<file path="src/rtl/jtag_cfg_tx.sv">
`default_nettype none
// ============================================================================
// Module   : jtag_cfg_tx
// Purpose  : Host-side serialiser for the config link. Accepts one command
//            (w0, w1, fir_open) per valid/ready handshake, frames it as four
//            nibbles {HDR, w0, w1, 3'b000 + open} and shifts it MSB-first on
//            tdi with tms as the bit-valid strobe. A desync pulse precedes
//            every frame so the receiver can realign. Returned tdo bits are
//            collected and published on echo_data at frame end.
// Ports    : w_clk, w_rst           clock, asynchronous active-high reset
//            cmd_valid/cmd_ready    command handshake (ready only in IDLE)
//            cmd_w0, cmd_w1         coefficient nibbles
//            cmd_open               fir_open flag
//            tms, tdi, desync       serial link outputs (all registered)
//            tdo                    serial return from the receiver
//            busy, done             frame in progress / one-cycle end pulse
//            echo_data              last 16 tdo samples, first bit in [15]
// Revision : 1.0 - initial release
// ============================================================================
module jtag_cfg_tx #(
  parameter logic [3:0] HDR           = 4'hA,
  parameter int         DESYNC_CYCLES = 1,
  parameter int         GAP_CYCLES    = 0
) (
  input  logic        w_clk,
  input  logic        w_rst,
  input  logic        cmd_valid,
  output logic        cmd_ready,
  input  logic [3:0]  cmd_w0,
  input  logic [3:0]  cmd_w1,
  input  logic        cmd_open,
  output logic        tms,
  output logic        tdi,
  output logic        desync,
  input  logic        tdo,
  output logic        busy,
  output logic        done,
  output logic [15:0] echo_data
);

  typedef enum logic [2:0] {
    ST_IDLE  = 3'd0,
    ST_SYNC  = 3'd1,
    ST_SHIFT = 3'd2,
    ST_GAP   = 3'd3,
    ST_DONE  = 3'd4
  } state_t;

  localparam int                    c_dcnt_w    = (DESYNC_CYCLES > 1) ? $clog2(DESYNC_CYCLES) : 1;
  localparam logic [c_dcnt_w-1:0]   c_dcnt_load = c_dcnt_w'(DESYNC_CYCLES - 1);
  localparam logic [3:0]            c_gap_load  = (GAP_CYCLES > 0) ? 4'(GAP_CYCLES - 1) : 4'd0;
  localparam logic                  c_has_gap   = (GAP_CYCLES > 0);

  state_t              state_q, state_d;
  logic [15:0]         frame_q, frame_d;
  logic [3:0]          bit_q, bit_d;
  logic [c_dcnt_w-1:0] dcnt_q, dcnt_d;
  logic [3:0]          gcnt_q, gcnt_d;
  logic [15:0]         shreg_q, shreg_d;
  logic [15:0]         echo_q, echo_d;
  logic                cmd_ready_q, cmd_ready_d;
  logic                tms_q, tms_d;
  logic                tdi_q, tdi_d;
  logic                desync_q, desync_d;
  logic                busy_q, busy_d;
  logic                done_q, done_d;

  // Next-state and counter logic. bit_q is the index of the bit currently
  // on the line; it counts 15 down to 0 once per frame.
  always_comb begin
    state_d = state_q;
    frame_d = frame_q;
    bit_d   = bit_q;
    dcnt_d  = dcnt_q;
    gcnt_d  = gcnt_q;
    case (state_q)
      ST_IDLE: begin
        if (cmd_valid && cmd_ready_q) begin
          state_d = ST_SYNC;
          frame_d = {HDR, cmd_w0, cmd_w1, 3'b000, cmd_open};
          dcnt_d  = c_dcnt_load;
        end
      end
      ST_SYNC: begin
        if (dcnt_q == '0) begin
          state_d = ST_SHIFT;
          bit_d   = 4'd15;
        end else begin
          dcnt_d = dcnt_q - c_dcnt_w'(1);
        end
      end
      ST_SHIFT: begin
        if (bit_q == 4'd0) begin
          state_d = ST_DONE;
        end else begin
          bit_d = bit_q - 4'd1;
          // Indices 12, 8 and 4 close the 1st, 2nd and 3rd nibble; the
          // optional gap sits between nibbles, never after the last one.
          if (c_has_gap && (bit_q[1:0] == 2'b00)) begin
            state_d = ST_GAP;
            gcnt_d  = c_gap_load;
          end
        end
      end
      ST_GAP: begin
        if (gcnt_q == 4'd0) begin
          state_d = ST_SHIFT;
        end else begin
          gcnt_d = gcnt_q - 4'd1;
        end
      end
      ST_DONE: begin
        state_d = ST_IDLE;
      end
      default: begin
        state_d = ST_IDLE;
      end
    endcase
  end

  // Outputs are decoded from the next state so that every output is a flop
  // and reflects the state the FSM occupies during the same cycle.
  always_comb begin
    shreg_d     = tms_q ? {shreg_q[14:0], tdo} : shreg_q;
    // The edge that enters DONE also takes the 16th sample, so publish the
    // freshly shifted value rather than the stale register.
    echo_d      = (state_d == ST_DONE) ? shreg_d : echo_q;
    cmd_ready_d = (state_d == ST_IDLE);
    desync_d    = (state_d == ST_SYNC);
    tms_d       = (state_d == ST_SHIFT);
    tdi_d       = tms_d & frame_d[bit_d];
    busy_d      = (state_d != ST_IDLE);
    done_d      = (state_d == ST_DONE);
  end

  always_ff @(posedge w_clk or posedge w_rst) begin
    if (w_rst) begin
      state_q     <= ST_IDLE;
      frame_q     <= 16'h0000;
      bit_q       <= 4'd0;
      dcnt_q      <= '0;
      gcnt_q      <= 4'd0;
      shreg_q     <= 16'h0000;
      echo_q      <= 16'h0000;
      cmd_ready_q <= 1'b1;
      tms_q       <= 1'b0;
      tdi_q       <= 1'b0;
      desync_q    <= 1'b0;
      busy_q      <= 1'b0;
      done_q      <= 1'b0;
    end else begin
      state_q     <= state_d;
      frame_q     <= frame_d;
      bit_q       <= bit_d;
      dcnt_q      <= dcnt_d;
      gcnt_q      <= gcnt_d;
      shreg_q     <= shreg_d;
      echo_q      <= echo_d;
      cmd_ready_q <= cmd_ready_d;
      tms_q       <= tms_d;
      tdi_q       <= tdi_d;
      desync_q    <= desync_d;
      busy_q      <= busy_d;
      done_q      <= done_d;
    end
  end

  assign cmd_ready = cmd_ready_q;
  assign tms       = tms_q;
  assign tdi       = tdi_q;
  assign desync    = desync_q;
  assign busy      = busy_q;
  assign done      = done_q;
  assign echo_data = echo_q;

endmodule
`default_nettype wire

</file>
<file path="config.mk">
export PLATFORM = sky130hd
export DESIGN_NAME = jtag_cfg_tx
export DESIGN_NICKNAME = d
export VERILOG_FILES = /design/src/rtl/jtag_cfg_tx.sv
export SDC_FILE = /design/constraint.sdc
export NUM_CORES = 1
export LEC_CHECK = 0
export ABC_AREA = 1
export BUFFER_PORTS_ARGS = -buffer_cell sky130_fd_sc_hd__buf_2
export CORE_ASPECT_RATIO = 2
export CORE_MARGIN = 4
export CORE_UTILIZATION = 56
export CTS_CLUSTER_DIAMETER = 30
export DETAILED_ROUTE_END_ITERATION = 8
export PLACE_DENSITY = 0.78
export SYNTH_ARGS = -nofsm -noshare
export SYNTH_HDL_FRONTEND = slang
export SYNTH_SLANG_ARGS = --single-unit
</file>
<file path="constraint.sdc">
create_clock -name w_clk -period 2.8 [get_ports w_clk]
set_clock_uncertainty 0.15 [all_clocks]
set_input_delay 0.28 -clock w_clk [delete_from_list [all_inputs] [get_ports w_clk]]
set_output_delay 0.28 -clock w_clk [all_outputs]
set_load 0.01 [all_outputs]
</file>
==> reports/qor.log <==
INFO  timing         final-max-slew-violation-count=0
INFO  cts            cts_setup_buffers=0
INFO  route          detail_route.wl_per_cell=13.10um
INFO  setup_path     worst_ep_arrival_time=2170ps
INFO  power          p_leak=1.655nW
INFO  cts            cts.sinks=65
INFO  global_routing grt_usage=0.1971
INFO  layout         multi_input_comb_area=900.9squm
INFO  timing         tightestPinTransition=854.5ps
INFO  yosys          yosysWarnings=0
INFO  setup_path     rrSetupSlack=760ps
INFO  setup_path     end_kind=flop
INFO  hold_path      timing.hold.worst.class=primary input to flop
INFO  timing         timing.final.setup_violations=0
INFO  place          dp.cells=385
INFO  global_routing grt-ovfl-total=0
INFO  yosys          synth_cells=300
INFO  floorplan      initial_standard_cell_utilization_of_the_core=0.5817
INFO  route          detail_route.iter0.violations=42
INFO  timing         period_share=0.7303
INFO  cts            clk_pin_slew_worst_paths=60ps
INFO  global_routing grt_pass1_vias=2,142
INFO  floorplan      die_h=106.2um
INFO  place          post_placement_worst_setup_slack=769.5ps
INFO  setup_path     rr_worst_depth=12
INFO  layout         areaGrowthSynthToFinish=14.32%
INFO  place          dpl_cell_area=0.002922sqmm
INFO  outcome        status=finished clean
INFO  global_routing grt_start_max_net_pins=34
INFO  layout         nNetsFinal=357
INFO  setup_path     cpMaxStageDelayCell=sky130_fd_sc_hd__dfrtp_1
INFO  route          detail_route.first_pass.iterations=4
INFO  route          postRouteWirelength=5.268mm
INFO  cts            ctsRootBufferMaster=sky130_fd_sc_hd__clkbuf_8
INFO  floorplan      design.portCount=35
INFO  place          io_buffers=34
INFO  timing         period_needed=2045ps
INFO  global_routing number_of_antenna_violations_at_the_first_check_in_global_routing=0
INFO  layout         antenna-diode-count=0
INFO  job            drv_cap=0
INFO  yosys          synth_seq_area_share=0.6029
INFO  power          worst_ir_drop_vdd=732.0uV
INFO  floorplan      total_die_area=0.006064sqmm
INFO  timing         setup-tns-final=0ps
INFO  place          weighted_congestion_reported_at_the_end_of_routability_driven_placement=0.8297
INFO  setup_path     cp_data_required_time=2920ps
INFO  floorplan      core_region_area=0.004642sqmm
INFO  yosys          mappedNetlistNets=315
INFO  layout         layoutNonFillerInstCount=402
INFO  layout         final_cell_area=0.003087sqmm
INFO  timing         hold_viol_final=0
INFO  setup_path     crit_path_end=tdi$_DFF_PP0_
INFO  setup_path     timing_worst_setup_path_type=flop to flop
INFO  setup_path     timing.critical_path.mode_cell=sky130_fd_sc_hd__nand3_1
INFO  cts            clkLatencyLatePin=340ps
INFO  layout         num-fill-cells=418
INFO  setup_path     timing.critical_path.from=bit_q[0]$_DFF_PP0_
INFO  cts            clock_path_buffers=2
INFO  cts            postCtsResizedCells=0
INFO  route          ant_nets=0
INFO  route          vias=2,054
INFO  setup_path     r2r-end=tdi$_DFF_PP0_
INFO  floorplan      die-width=57.10um
INFO  setup_path     critical_path_cell_by_cell=inv_1 -> ha_1 -> nand3_1 -> nand2_1 -> nand2_2 -> nand2_4 -> nand2_1 -> nand3_1 -> nand3_1 -> nand3_1 -> nand2_1 -> nor2_1
INFO  yosys          synth_seq_cells=65
INFO  cts            htreeDepth=3
INFO  cts            tritoncts=built
INFO  setup_path     slowest_delay=390ps
INFO  yosys          yosysTopAreaCell=sky130_fd_sc_hd__dfrtp_1
INFO  timing         max_freq=0.4890GHz
INFO  timing         max-slew-margin-rel=0.4303
INFO  cts            tritoncts.num_buffers=9
INFO  yosys          ys_top_cells_by_area=sky130_fd_sc_hd__dfrtp_1, sky130_fd_sc_hd__nand2_1, sky130_fd_sc_hd__nand3_1
INFO  cts            hold_buffers=1
INFO  yosys          synth.top_cell.area_share=0.5931
INFO  setup_path     cp-start-kind=flop
INFO  place          dpl.hpwl=3.915mm
INFO  setup_path     crit_fanout=9
INFO  yosys          syn_area=0.002700sqmm
INFO  yosys          unique_cell_type_count_in_the_yosys_netlist=29
INFO  floorplan      placement_rows=35
INFO  timing         unrepaired_setup_endpoints_after_global_routing=false
INFO  layout         layout-drive-gt1-share=0.2017
INFO  route          drt-vias-per-instance=5.109
INFO  layout         final-seq-area=0.001628sqmm
INFO  setup_path     regToRegStartpoint=bit_q[0]$_DFF_PP0_
INFO  yosys          avgSynthCellArea=9.000squm
INFO  route          detail_route.drc_violations=0
INFO  power          power.density=1178mW/mm^2
INFO  timing         setup_slack=755.2ps
INFO  global_routing grt_first_pass_wirelength=9.101mm
## critical path: cells and delay by family (launching register included)
kind,cells,cell delay (ps)
adders and majority gates,1,240
buffers and inverters,1,140
DFF,1,390
and+or+nand+nor,10,1050
## routing by layer
metal / vias to the layer above / track usage / routed length (um)
met3: 17 / 0.04860 / 199
met5: - / 0 / 0
li1: 1014 / - / -
met1: 984 / 0.1993 / 1961
met2: 39 / 0.3552 / 2918
met4: 0 / 0.1095 / 189
## cell type report
type                    count  area share
clock buffers              12     0.04378
multi-input cells         194      0.2919
flip-flops and latches     65      0.5274
inverters                  33     0.04013
clock inverters             4    0.006486
well taps                  55     0.02229
repair buffers             39     0.06810
## kinds of logic (layout without fill, tap and decap cells)
kind of cell,after synthesis,after routing,synth area share
AO/OA/AOI/OAI,21,21,0.04171
XOR/XNOR,3,3,0.009733
adder cells (fa/ha/maj),2,2,0.009266
buffers and inverters,41,88,0.06348
flip-flops,65,65,0.6029
multiplexers,2,2,0.008340
AND/OR/NAND/NOR,166,166,0.2646
## synth_stat cells
| master | n |
|---|---|
| sky130_fd_sc_hd__nand3_4 | 1 |
| sky130_fd_sc_hd__a21oi_1 | 8 |
| sky130_fd_sc_hd__o211ai_1 | 1 |
| sky130_fd_sc_hd__nand3_2 | 1 |
| sky130_fd_sc_hd__nand4_1 | 1 |
| sky130_fd_sc_hd__buf_6 | 2 |
| sky130_fd_sc_hd__nand2_4 | 1 |
| sky130_fd_sc_hd__o21ai_0 | 10 |
| sky130_fd_sc_hd__xnor2_1 | 1 |
| sky130_fd_sc_hd__nor2_1 | 21 |
| sky130_fd_sc_hd__dfstp_2 | 1 |
| sky130_fd_sc_hd__nor2_2 | 2 |
| sky130_fd_sc_hd__nand3_1 | 23 |
| sky130_fd_sc_hd__nor3_1 | 3 |
| sky130_fd_sc_hd__dfrtp_1 | 64 |
| sky130_fd_sc_hd__nand2_1 | 104 |
| sky130_fd_sc_hd__mux2_2 | 2 |
| sky130_fd_sc_hd__nand3b_1 | 1 |
| sky130_fd_sc_hd__clkbuf_1 | 4 |
| sky130_fd_sc_hd__inv_1 | 30 |
| sky130_fd_sc_hd__xor2_1 | 2 |
| sky130_fd_sc_hd__nand2_2 | 6 |
| sky130_fd_sc_hd__inv_2 | 2 |
| sky130_fd_sc_hd__buf_2 | 2 |
| sky130_fd_sc_hd__clkinv_1 | 1 |
| sky130_fd_sc_hd__ha_1 | 2 |
| sky130_fd_sc_hd__a22oi_1 | 1 |
| sky130_fd_sc_hd__or2_2 | 2 |
| sky130_fd_sc_hd__o21a_1 | 1 |
## report_power, final
group / total, W / switching [W] / internal (W)
registers: 0.00154 / 0.000208 / 0.00133
clock network: 0.000641 / 0.000326 / 0.000315
logic: 0.00145 / 0.000932 / 0.000522
total: 0.00364 / 0.00147 / 0.00217
## how the worst min path moves through the flow
stage | startpoint | to | slack [ps] | cells after the start
after floorplan | cmd_open | frame_q[0]$_DFF_PP0_ | 260 | 2
after global placement | w_rst | echo_data[2]$_DFFE_PP0P_ | 270 | 2
after detailed placement | w_rst | shreg_q[1]$_DFF_PP0_ | 270 | 2
after CTS | cmd_w0[1] | frame_q[9]$_DFF_PP0_ | 0.6 | 3
after global routing | cmd_w0[1] | frame_q[9]$_DFF_PP0_ | 20 | 3
final | cmd_open | frame_q[0]$_DFF_PP0_ | 10 | 3
## state kept, by name, indices dropped and copies added, names as in the netlist
register   cells
state_q        3
gcnt_q         4
frame_q       16
done           1
tms            1
busy           1
shreg_q       16
tdi            1
echo_data     16
bit_q          4
cmd_ready      1
desync         1
## metrics by stage
step | utilization | total power, W | hold WS (ps)
floorplan | - | 0.002591 | 259.1
global placement | 0.6294 | 0.002995 | 269.6
detailed placement | 0.6294 | 0.003028 | 269.5
CTS | 0.6650 | 0.003679 | 0.6185
global route | 0.6650 | 0.003959 | 18.34
finish | 0.6650 | 0.003636 | 9.746
## cells in the final DEF, fill, tap and decap left out, types with 3 or more instances in the layout
cell / netlist / routed
sky130_fd_sc_hd__nand2_2: 6 / 6
sky130_fd_sc_hd__clkbuf_1: 4 / 3
sky130_fd_sc_hd__dfrtp_1: 64 / 64
sky130_fd_sc_hd__clkbuf_8: 0 / 9
sky130_fd_sc_hd__inv_2: 2 / 3
sky130_fd_sc_hd__clkinv_2: 0 / 4
sky130_fd_sc_hd__nand2_1: 104 / 104
sky130_fd_sc_hd__inv_1: 30 / 29
sky130_fd_sc_hd__nor3_1: 3 / 3
sky130_fd_sc_hd__buf_4: 0 / 4
sky130_fd_sc_hd__a21oi_1: 8 / 8
sky130_fd_sc_hd__nor2_1: 21 / 21
sky130_fd_sc_hd__o21ai_0: 10 / 10
sky130_fd_sc_hd__buf_2: 2 / 34
sky130_fd_sc_hd__nand3_1: 23 / 23
No activity file was read; power rests on OpenSTA's default activity.
